===== src/rtl/fifo_serial_tx.sv =====
`default_nettype none
// ============================================================================
// Module      : fifo_serial_tx
// Description : Read-side drain engine for a synchronous byte FIFO. Pops one
//               word per frame through the FIFO read port (registered read
//               data, valid the cycle after r_en) and shifts it out as a
//               serial frame: one start bit (0), DATA_W data bits LSB-first,
//               STOP_BITS stop bits (1). Each bit lasts CLKS_PER_BIT clocks.
//
// Parameters  : DATA_W        width of the FIFO word / serial data field
//               CLKS_PER_BIT  clocks per bit period, 1..65535
//               STOP_BITS     number of stop bit periods, 1 or 2
//
// Ports       : clk         system clock, rising edge
//               rst         synchronous active-high reset
//               fifo_empty  FIFO empty flag, only looked at in IDLE
//               rd_data     FIFO read data, valid the cycle after r_en
//               r_en        FIFO pop strobe, one cycle per frame
//               tx          serial line, idle high, registered
//               busy        high whenever the engine is not in IDLE
//               tx_done     pulse in the last cycle of the final stop bit
//
// Revision    : 1.0  initial release
// ============================================================================
module fifo_serial_tx #(
    parameter int DATA_W       = 8,
    parameter int CLKS_PER_BIT = 4,
    parameter int STOP_BITS    = 1
) (
    input  logic              clk,
    input  logic              rst,
    input  logic              fifo_empty,
    input  logic [DATA_W-1:0] rd_data,
    output logic              r_en,
    output logic              tx,
    output logic              busy,
    output logic              tx_done
);

    // ------------------------------------------------------------------------
    // Constants
    // ------------------------------------------------------------------------
    // Divide counter runs 0..CLKS_PER_BIT-1; keep at least one bit so the
    // CLKS_PER_BIT=1 case still has a legal (constant zero) counter.
    localparam int c_CNT_W = (CLKS_PER_BIT > 1) ? $clog2(CLKS_PER_BIT) : 1;
    // Bit index runs 0..DATA_W-1 in DATA and 0..STOP_BITS-1 in STOP; the
    // stop range (at most 0..1) always fits inside the data range width.
    localparam int c_BIT_W = (DATA_W > 1) ? $clog2(DATA_W) : 1;

    localparam logic [c_CNT_W-1:0] c_CNT_MAX   = c_CNT_W'(CLKS_PER_BIT - 1);
    localparam logic [c_CNT_W-1:0] c_CNT_ONE   = c_CNT_W'(1);
    localparam logic [c_BIT_W-1:0] c_BIT_LAST  = c_BIT_W'(DATA_W - 1);
    localparam logic [c_BIT_W-1:0] c_STOP_LAST = c_BIT_W'(STOP_BITS - 1);
    localparam logic [c_BIT_W-1:0] c_BIT_ONE   = c_BIT_W'(1);

    // ------------------------------------------------------------------------
    // State encoding
    // ------------------------------------------------------------------------
    typedef enum logic [2:0] {
        S_IDLE  = 3'd0,
        S_POP   = 3'd1,
        S_LATCH = 3'd2,
        S_START = 3'd3,
        S_DATA  = 3'd4,
        S_STOP  = 3'd5
    } state_t;

    // ------------------------------------------------------------------------
    // Registers and next-state wires
    // ------------------------------------------------------------------------
    state_t              r_state;
    logic [c_CNT_W-1:0]  r_cnt;
    logic [c_BIT_W-1:0]  r_bit_idx;
    logic [DATA_W-1:0]   r_shift;
    logic                r_tx;

    state_t              w_state_nxt;
    logic [c_CNT_W-1:0]  w_cnt_nxt;
    logic [c_BIT_W-1:0]  w_bit_nxt;
    logic [DATA_W-1:0]   w_shift_nxt;
    logic                w_tx_nxt;
    logic                w_bit_end;

    // Last clock of the current bit period.
    assign w_bit_end = (r_cnt == c_CNT_MAX);

    // ------------------------------------------------------------------------
    // Next-state, counter and shift-register logic
    // ------------------------------------------------------------------------
    always_comb begin
        w_state_nxt = r_state;
        w_cnt_nxt   = r_cnt;
        w_bit_nxt   = r_bit_idx;
        w_shift_nxt = r_shift;

        case (r_state)
            S_IDLE: begin
                w_cnt_nxt = '0;
                w_bit_nxt = '0;
                if (!fifo_empty) begin
                    w_state_nxt = S_POP;
                end
            end

            // r_en is decoded from this state; the FIFO returns the word in
            // the following (LATCH) cycle.
            S_POP: begin
                w_cnt_nxt   = '0;
                w_bit_nxt   = '0;
                w_state_nxt = S_LATCH;
            end

            S_LATCH: begin
                w_cnt_nxt   = '0;
                w_bit_nxt   = '0;
                w_shift_nxt = rd_data;
                w_state_nxt = S_START;
            end

            S_START: begin
                if (w_bit_end) begin
                    w_cnt_nxt   = '0;
                    w_bit_nxt   = '0;
                    w_state_nxt = S_DATA;
                end else begin
                    w_cnt_nxt = r_cnt + c_CNT_ONE;
                end
            end

            S_DATA: begin
                if (w_bit_end) begin
                    w_cnt_nxt   = '0;
                    w_shift_nxt = r_shift >> 1;
                    if (r_bit_idx == c_BIT_LAST) begin
                        w_bit_nxt   = '0;
                        w_state_nxt = S_STOP;
                    end else begin
                        w_bit_nxt = r_bit_idx + c_BIT_ONE;
                    end
                end else begin
                    w_cnt_nxt = r_cnt + c_CNT_ONE;
                end
            end

            // The bit index is reused to count stop-bit periods.
            S_STOP: begin
                if (w_bit_end) begin
                    w_cnt_nxt = '0;
                    if (r_bit_idx == c_STOP_LAST) begin
                        w_bit_nxt   = '0;
                        w_state_nxt = S_IDLE;
                    end else begin
                        w_bit_nxt = r_bit_idx + c_BIT_ONE;
                    end
                end else begin
                    w_cnt_nxt = r_cnt + c_CNT_ONE;
                end
            end

            default: begin
                w_cnt_nxt   = '0;
                w_bit_nxt   = '0;
                w_state_nxt = S_IDLE;
            end
        endcase
    end

    // ------------------------------------------------------------------------
    // Line value for the next cycle. tx is a register, so it is computed from
    // the state being entered: the first START cycle already shows 0, and
    // each data bit appears in the same cycle the shift register presents it.
    // ------------------------------------------------------------------------
    always_comb begin
        w_tx_nxt = 1'b1;
        case (w_state_nxt)
            S_START: w_tx_nxt = 1'b0;
            S_DATA:  w_tx_nxt = w_shift_nxt[0];
            default: w_tx_nxt = 1'b1;
        endcase
    end

    // ------------------------------------------------------------------------
    // State register
    // ------------------------------------------------------------------------
    always_ff @(posedge clk) begin
        if (rst) begin
            r_state   <= S_IDLE;
            r_cnt     <= '0;
            r_bit_idx <= '0;
            r_shift   <= '0;
            r_tx      <= 1'b1;
        end else begin
            r_state   <= w_state_nxt;
            r_cnt     <= w_cnt_nxt;
            r_bit_idx <= w_bit_nxt;
            r_shift   <= w_shift_nxt;
            r_tx      <= w_tx_nxt;
        end
    end

    // ------------------------------------------------------------------------
    // Outputs: all decoded from registers only, so they are glitch-free.
    // ------------------------------------------------------------------------
    assign tx      = r_tx;
    assign r_en    = (r_state == S_POP);
    assign busy    = (r_state != S_IDLE);
    assign tx_done = (r_state == S_STOP) && w_bit_end && (r_bit_idx == c_STOP_LAST);

endmodule
`default_nettype wire


===== config.mk =====
export PLATFORM = sky130hd
export DESIGN_NAME = fifo_serial_tx
export DESIGN_NICKNAME = d
export VERILOG_FILES = /design/src/rtl/fifo_serial_tx.sv
export SDC_FILE = /design/constraint.sdc
export NUM_CORES = 1
export LEC_CHECK = 0
export BUFFER_PORTS_ARGS = -buffer_cell sky130_fd_sc_hd__buf_4
export CAP_MARGIN = 0
export CORE_MARGIN = 2
export CORE_UTILIZATION = 30
export CTS_CLUSTER_DIAMETER = 60
export DETAILED_ROUTE_END_ITERATION = 16
export GPL_TIMING_DRIVEN = 0
export SLEW_MARGIN = 20
export SYNTH_ARGS = -nofsm -noshare
export SYNTH_HDL_FRONTEND = slang
export SYNTH_SLANG_ARGS = --single-unit

===== constraint.sdc =====
create_clock -name clk -period 3.1 [get_ports clk]
set_input_delay 0.31 -clock clk [delete_from_list [all_inputs] [get_ports clk]]
set_output_delay 0.31 -clock clk [all_outputs]
set_load 0.01 [all_outputs]

-- Word level (Yosys, flattened, before mapping)
Index checks and enable logic that the tools add are counted.
- register bits: 17
- memories: 0
- memory bits (writable): 0
- output and inout port bits: 4
- memory bits (read-only): 0
- latch bits: 0
- $mul: 0
- shifts and indexed selects: 0
- multiplexer cells: 16
- bitwise gates (word level): 1
- div/mod/pow operators: 0
- eq/ne operators: 12
- magnitude comparators: 0
- $add $sub $neg: 2
- reductions and logical operators: 10
- operators by type and width (operator ; number):
    2-to-1 mux 3 bit ; 11
    case mux 3 bit (6 select lines) ; 1
    case mux 8 bit (2 select lines) ; 1
    == test 3 bit, second input constant ; 4
    == test 3 x 2 -> 1 bit, second input constant ; 3
    case mux 3 bit (3 select lines) ; 1
    2-to-1 mux 8 bit ; 1
    zero test 3 bit ; 2
    != test 2 bit, second input constant ; 3
    OR reduction 3 bit ; 2
    adder 3 x 1 -> 3 bit, second input constant ; 1
    == test 3 x 1 -> 1 bit, second input constant ; 1
    AND reduction 3 bit ; 1
    nonzero test 3 bit ; 1
    adder 2 x 1 -> 2 bit, second input constant ; 1
    == test 2 bit, second input constant ; 1
    logical AND 1 bit ; 2
    case mux 1 bit (2 select lines) ; 1
    AND reduction 2 bit ; 1
    nonzero test 2 bit ; 1
    inverter 1 bit ; 1

-- Longest topological paths before layout
- depth in word-level cells: 6
- depth in mapped cells: 6
- mapped depth without buffers: 6

-- Worst setup path after synthesis
Ideal clock, no wire load.
- path kind: reg-to-reg
- start point: register r_cnt[0]
- end point: register r_tx, in the netlist tx
- path buffers: 1
- arrival time: 1407 ps
- setup slack: 1573 ps
- stages on the path, launching flop included: 7
- period minus slack after synthesis: 1527 ps
- path through: dfxtp_1 ha_1 and4bb_1 buf_4 a22o_1 a2111oi_4 o21ai_2
- longest elaborated chain between the ends: 5
- elaborated cells between the ends (all ways): 10
- classes of those cells: eq/ne: 3; mux: 7
- RTL lines (element ; line ; text):
    start: declaration ; 72 ; logic [c_CNT_W-1:0] r_cnt;
    start signal: assignment ; 194 ; r_cnt <= w_cnt_nxt;
    == test 2 bit * ; 85 ; assign w_bit_end = (r_cnt == c_CNT_MAX);
    2-to-1 mux 3 bit (on tied branches) ; 147, 121, 131 ;
    case mux 3 bit (6 select lines) ; 96 ; case (r_state)
    == test 3 bit / == test 3 x 2 -> 1 bit (equally long branches) ; 175 ; case (w_state_nxt)
    case mux 1 bit (2 select lines) * ; 175 ;
    end signal: assignment ; 197 ; r_tx <= w_tx_nxt;
    end: declaration ; 75 ; logic r_tx;
Mark *: on every way between the ends. The rest lies on a longest branch, timed or not. The select of a mux whose other input is x is not followed.
A chain may end at the register's enable or synchronous reset.

-- Final worst setup path
- start point: register r_bit_idx[0]
- end point: output port tx_done
- longest elaborated chain between the ends: 2
- RTL lines (element ; line ; text):
    start: declaration ; 73 ; logic [c_BIT_W-1:0] r_bit_idx;
    start signal: assignment ; 195 ; r_bit_idx <= w_bit_nxt;
    zero test 3 bit ; 207 ; assign tx_done = (r_state == S_STOP) && w_bit_end && (r_bit_idx == c_STOP_LAST);
    logical AND 1 bit ; 207 ;
    end: declaration ; 37 ; output logic tx_done
No other way between the ends.

==> flow_metrics.tcl <==
set metrics [dict create \
    swShare_pct 25.91 \
    synthDistinctLibCells 36 \
    post-route-drc-count 0 \
    grt_max_degree 11 \
    h-tree-depth 1 \
    place_congestion 0.7550 \
    instances_no_fill 137 \
    finClkSkew_ns 0.01454 \
    place_inst 133 \
    grt_overflow 0 \
    drive_above_1_share_pct 27.36 \
    dr_total_vias 714 \
    power.switching_w 0.0001085 \
    power.leakage_nw 0.4149 \
    status "completed" \
    clkLatencyLatePin_ns 0.29 \
    internal_power_w 0.0003103 \
    crit_buf_inv 2 \
    path_delay_family "simple AND/OR/NAND/NOR gates" \
    r2r_setup_slack_ns 1.42 \
    setup_violations 0 \
    routed_via_density 5.212 \
    grtUsageTotal_pct 10.90 \
    cap_viol_max_count 0 \
    fp.dieH_um 57.45 \
    drt-total-wl_mm 1.648 \
    cts_tree "built" \
    pin_count 15 \
    fill_cells 275 \
    yosys_warnings 0 \
    dp_hpwl_mm 1.229 \
    reg2reg_to "tx" \
    reg2reg_depth 6 \
    crit_chain "inv_1, ha_1, and4b_1, and2_1, buf_4" \
    rsz0062_at_grt "no" \
    slew_viol_final 0 \
    reg2reg_from "r_cnt[0]" \
    cp_max_fo 3 \
    yosysSeqAreaShare_pct 39.71 \
    synthFlopType "dfxtp_1" \
    combPwrFrac_pct 15.8 \
    worstMarginPinSlew_ns 0.5748 \
    coreArea_um2 2734 \
    crit_path_top_delay_cell "dfxtp_1" \
    end_kind "output pin" \
    cts_resized 0 \
    setup.worst_path.end "tx_done" \
    synth_area_um2 857.1 \
    ir_worst_vdd_mv 0.2322 \
    max_stage_delay_ns 0.37 \
    clock_path_buffers 2 \
    n_antenna_cell 0 \
    die_w_um 57.45 \
    first_pass_iters 4 \
    synth_edf_count 0 \
    cts_buffers 3 \
    io_buffers 14 \
    grt_pass1_wl_mm 2.760 \
    cts_root_buf "clkbuf_4" \
    startpoint "r_bit_idx[0]" \
    cp.required_ns 2.79 \
    p_seq_share_pct 55.9 \
    fin_setup_tns_ns 0 \
    syn_inst 88 \
    clkTransAtPathRegs_ns 0.11 \
    fin_nets 122 \
    start_util_pct 31.35 \
    cts_sinks 17 \
    synth-seq-cells 17 \
    syn_area_per_cell_um2 9.739 \
    ant_nets 0 \
    power_density_nw_per_um2 407.1 \
    rows 19 \
    slew_headroom_pct 61.45 \
    crit_cells 5 \
    async_flop_share_pct 0 \
    start_kind "flop" \
    wl_per_cell_um 12.03 \
    max_freq_mhz 560.9 \
    grt_pass1_vias 645 \
    hold_violations 0 \
    area_growth_pct 20.00 \
    timing.final.crit_share_pct 57.51 \
    period_needed_ns 1.783 \
    hold_class "in -> reg" \
    initialDrtViolationCount 23 \
    grt_antenna_before_repair 0 \
    synth_nets 103 \
    path_class "reg -> out" \
    hold_slack_ns 0.2386 \
    post-cts-setup-buffers 0 \
    clkPwrFrac_pct 28.4 \
    power.total_w 0.0004187 \
    cts_hold_buf 0 \
    design.die.area_um2 3301 \
    crit_arrival_ns 1.47 \
]
-- synth_stat cells, types with 2 or more instances --
| cell type | number | area [um2] |
|---|---|---|
| a211oi_1 | 2 | 15.01 |
| nor2b_1 | 2 | 12.51 |
| nand3b_1 | 2 | 15.01 |
| nand2_1 | 8 | 30.03 |
| and2_1 | 3 | 18.77 |
| dfxtp_1 | 17 | 340.3 |
| a21oi_1 | 8 | 40.04 |
| a22o_1 | 2 | 17.52 |
| ha_1 | 4 | 50.05 |
| nor2_1 | 5 | 18.77 |
| a22oi_1 | 7 | 52.55 |
| inv_1 | 2 | 7.510 |
| and2b_2 | 2 | 17.52 |
| nand2b_1 | 2 | 12.51 |
-- area by class of cell --
| class | count | area [um2] | share of cell area [%] |
|---|---|---|---|
| tap | 31 | 38.79 | 3.771 |
| inverter | 2 | 7.507 | 0.7299 |
| multi-input combinational | 64 | 476.7 | 46.35 |
| buffer | 5 | 32.53 | 3.163 |
| clock buffer | 3 | 22.52 | 2.190 |
| clock inverter | 1 | 5.005 | 0.4866 |
| sequential | 17 | 340.3 | 33.09 |
| timing repair buffer | 14 | 105.1 | 10.22 |
-- worst min path at each step --
stage | startpoint | slack, ns | cells after the start | to
final | rst | 0.24 | 2 | r_state[0]
after global routing | rst | 0.23 | 2 | r_state[0]
after CTS | rst | 0.23 | 2 | r_state[0]
after detailed placement | r_cnt[0] | 0.42 | 1 | r_cnt[0]
after global placement | r_cnt[0] | 0.41 | 1 | r_cnt[0]
after floorplan | r_cnt[0] | 0.40 | 1 | r_cnt[0]
-- cells by family (layout without fill, tap and decap cells) --
family,Yosys count,count (layout),share of synthesized area (%)
buffers and inverters,7,25,4.671
and+or+nand+nor,33,33,25.11
DFF,17,17,39.71
adders and majority gates,4,4,5.840
AOI/OAI and AO/OA,27,27,24.67
-- stage by stage --
stage | area, um2 | worst slack, ns | utilization, %
final | 1028 | 1.317 | 37.62
after global routing | 1028 | 1.254 | 37.62
after CTS | 1028 | 1.300 | 37.62
after detailed placement | 1001 | 1.447 | 36.61
after global placement | 1001 | 1.445 | 36.61
after floorplan | 857.1 | 1.573 | -
-- flip-flops by register name, indices dropped and copies added, names as in the netlist --
name and cells:
r_shift 8, r_bit_idx 3, r_state 3, r_cnt 2, tx 1
-- layout by cell type (no fill, tap or decap), types with 3 or more instances in the layout --
cell type,instances
ha_1,4
clkbuf_4,3
buf_4,15
dfxtp_1,17
a21oi_1,8
a22oi_1,7
nand2_1,8
and2_1,3
nor2_1,5
-- layer usage --
metal | track usage [%] | vias to the layer above | share of wire (%)
met4 | 5.980 | 0 | 0.85
met3 | 2.268 | 2 | 2.7
met5 | 0 | - | 0
met1 | 13.27 | 344 | 48
li1 | - | 361 | -
met2 | 17.86 | 7 | 49
-- power by group through the flow --
stage / clock network [W] / logic, W / registers, W
final: 0.000119 / 0.0000660 / 0.000234
after global routing: 0.000131 / 0.0000735 / 0.000235
after CTS: 0.000125 / 0.0000669 / 0.000234
after detailed placement: 0 / 0.0000665 / 0.000239
after global placement: 0 / 0.0000655 / 0.000239
after floorplan: 0 / 0.0000412 / 0.000238
No activity file was read; power rests on OpenSTA's default activity.
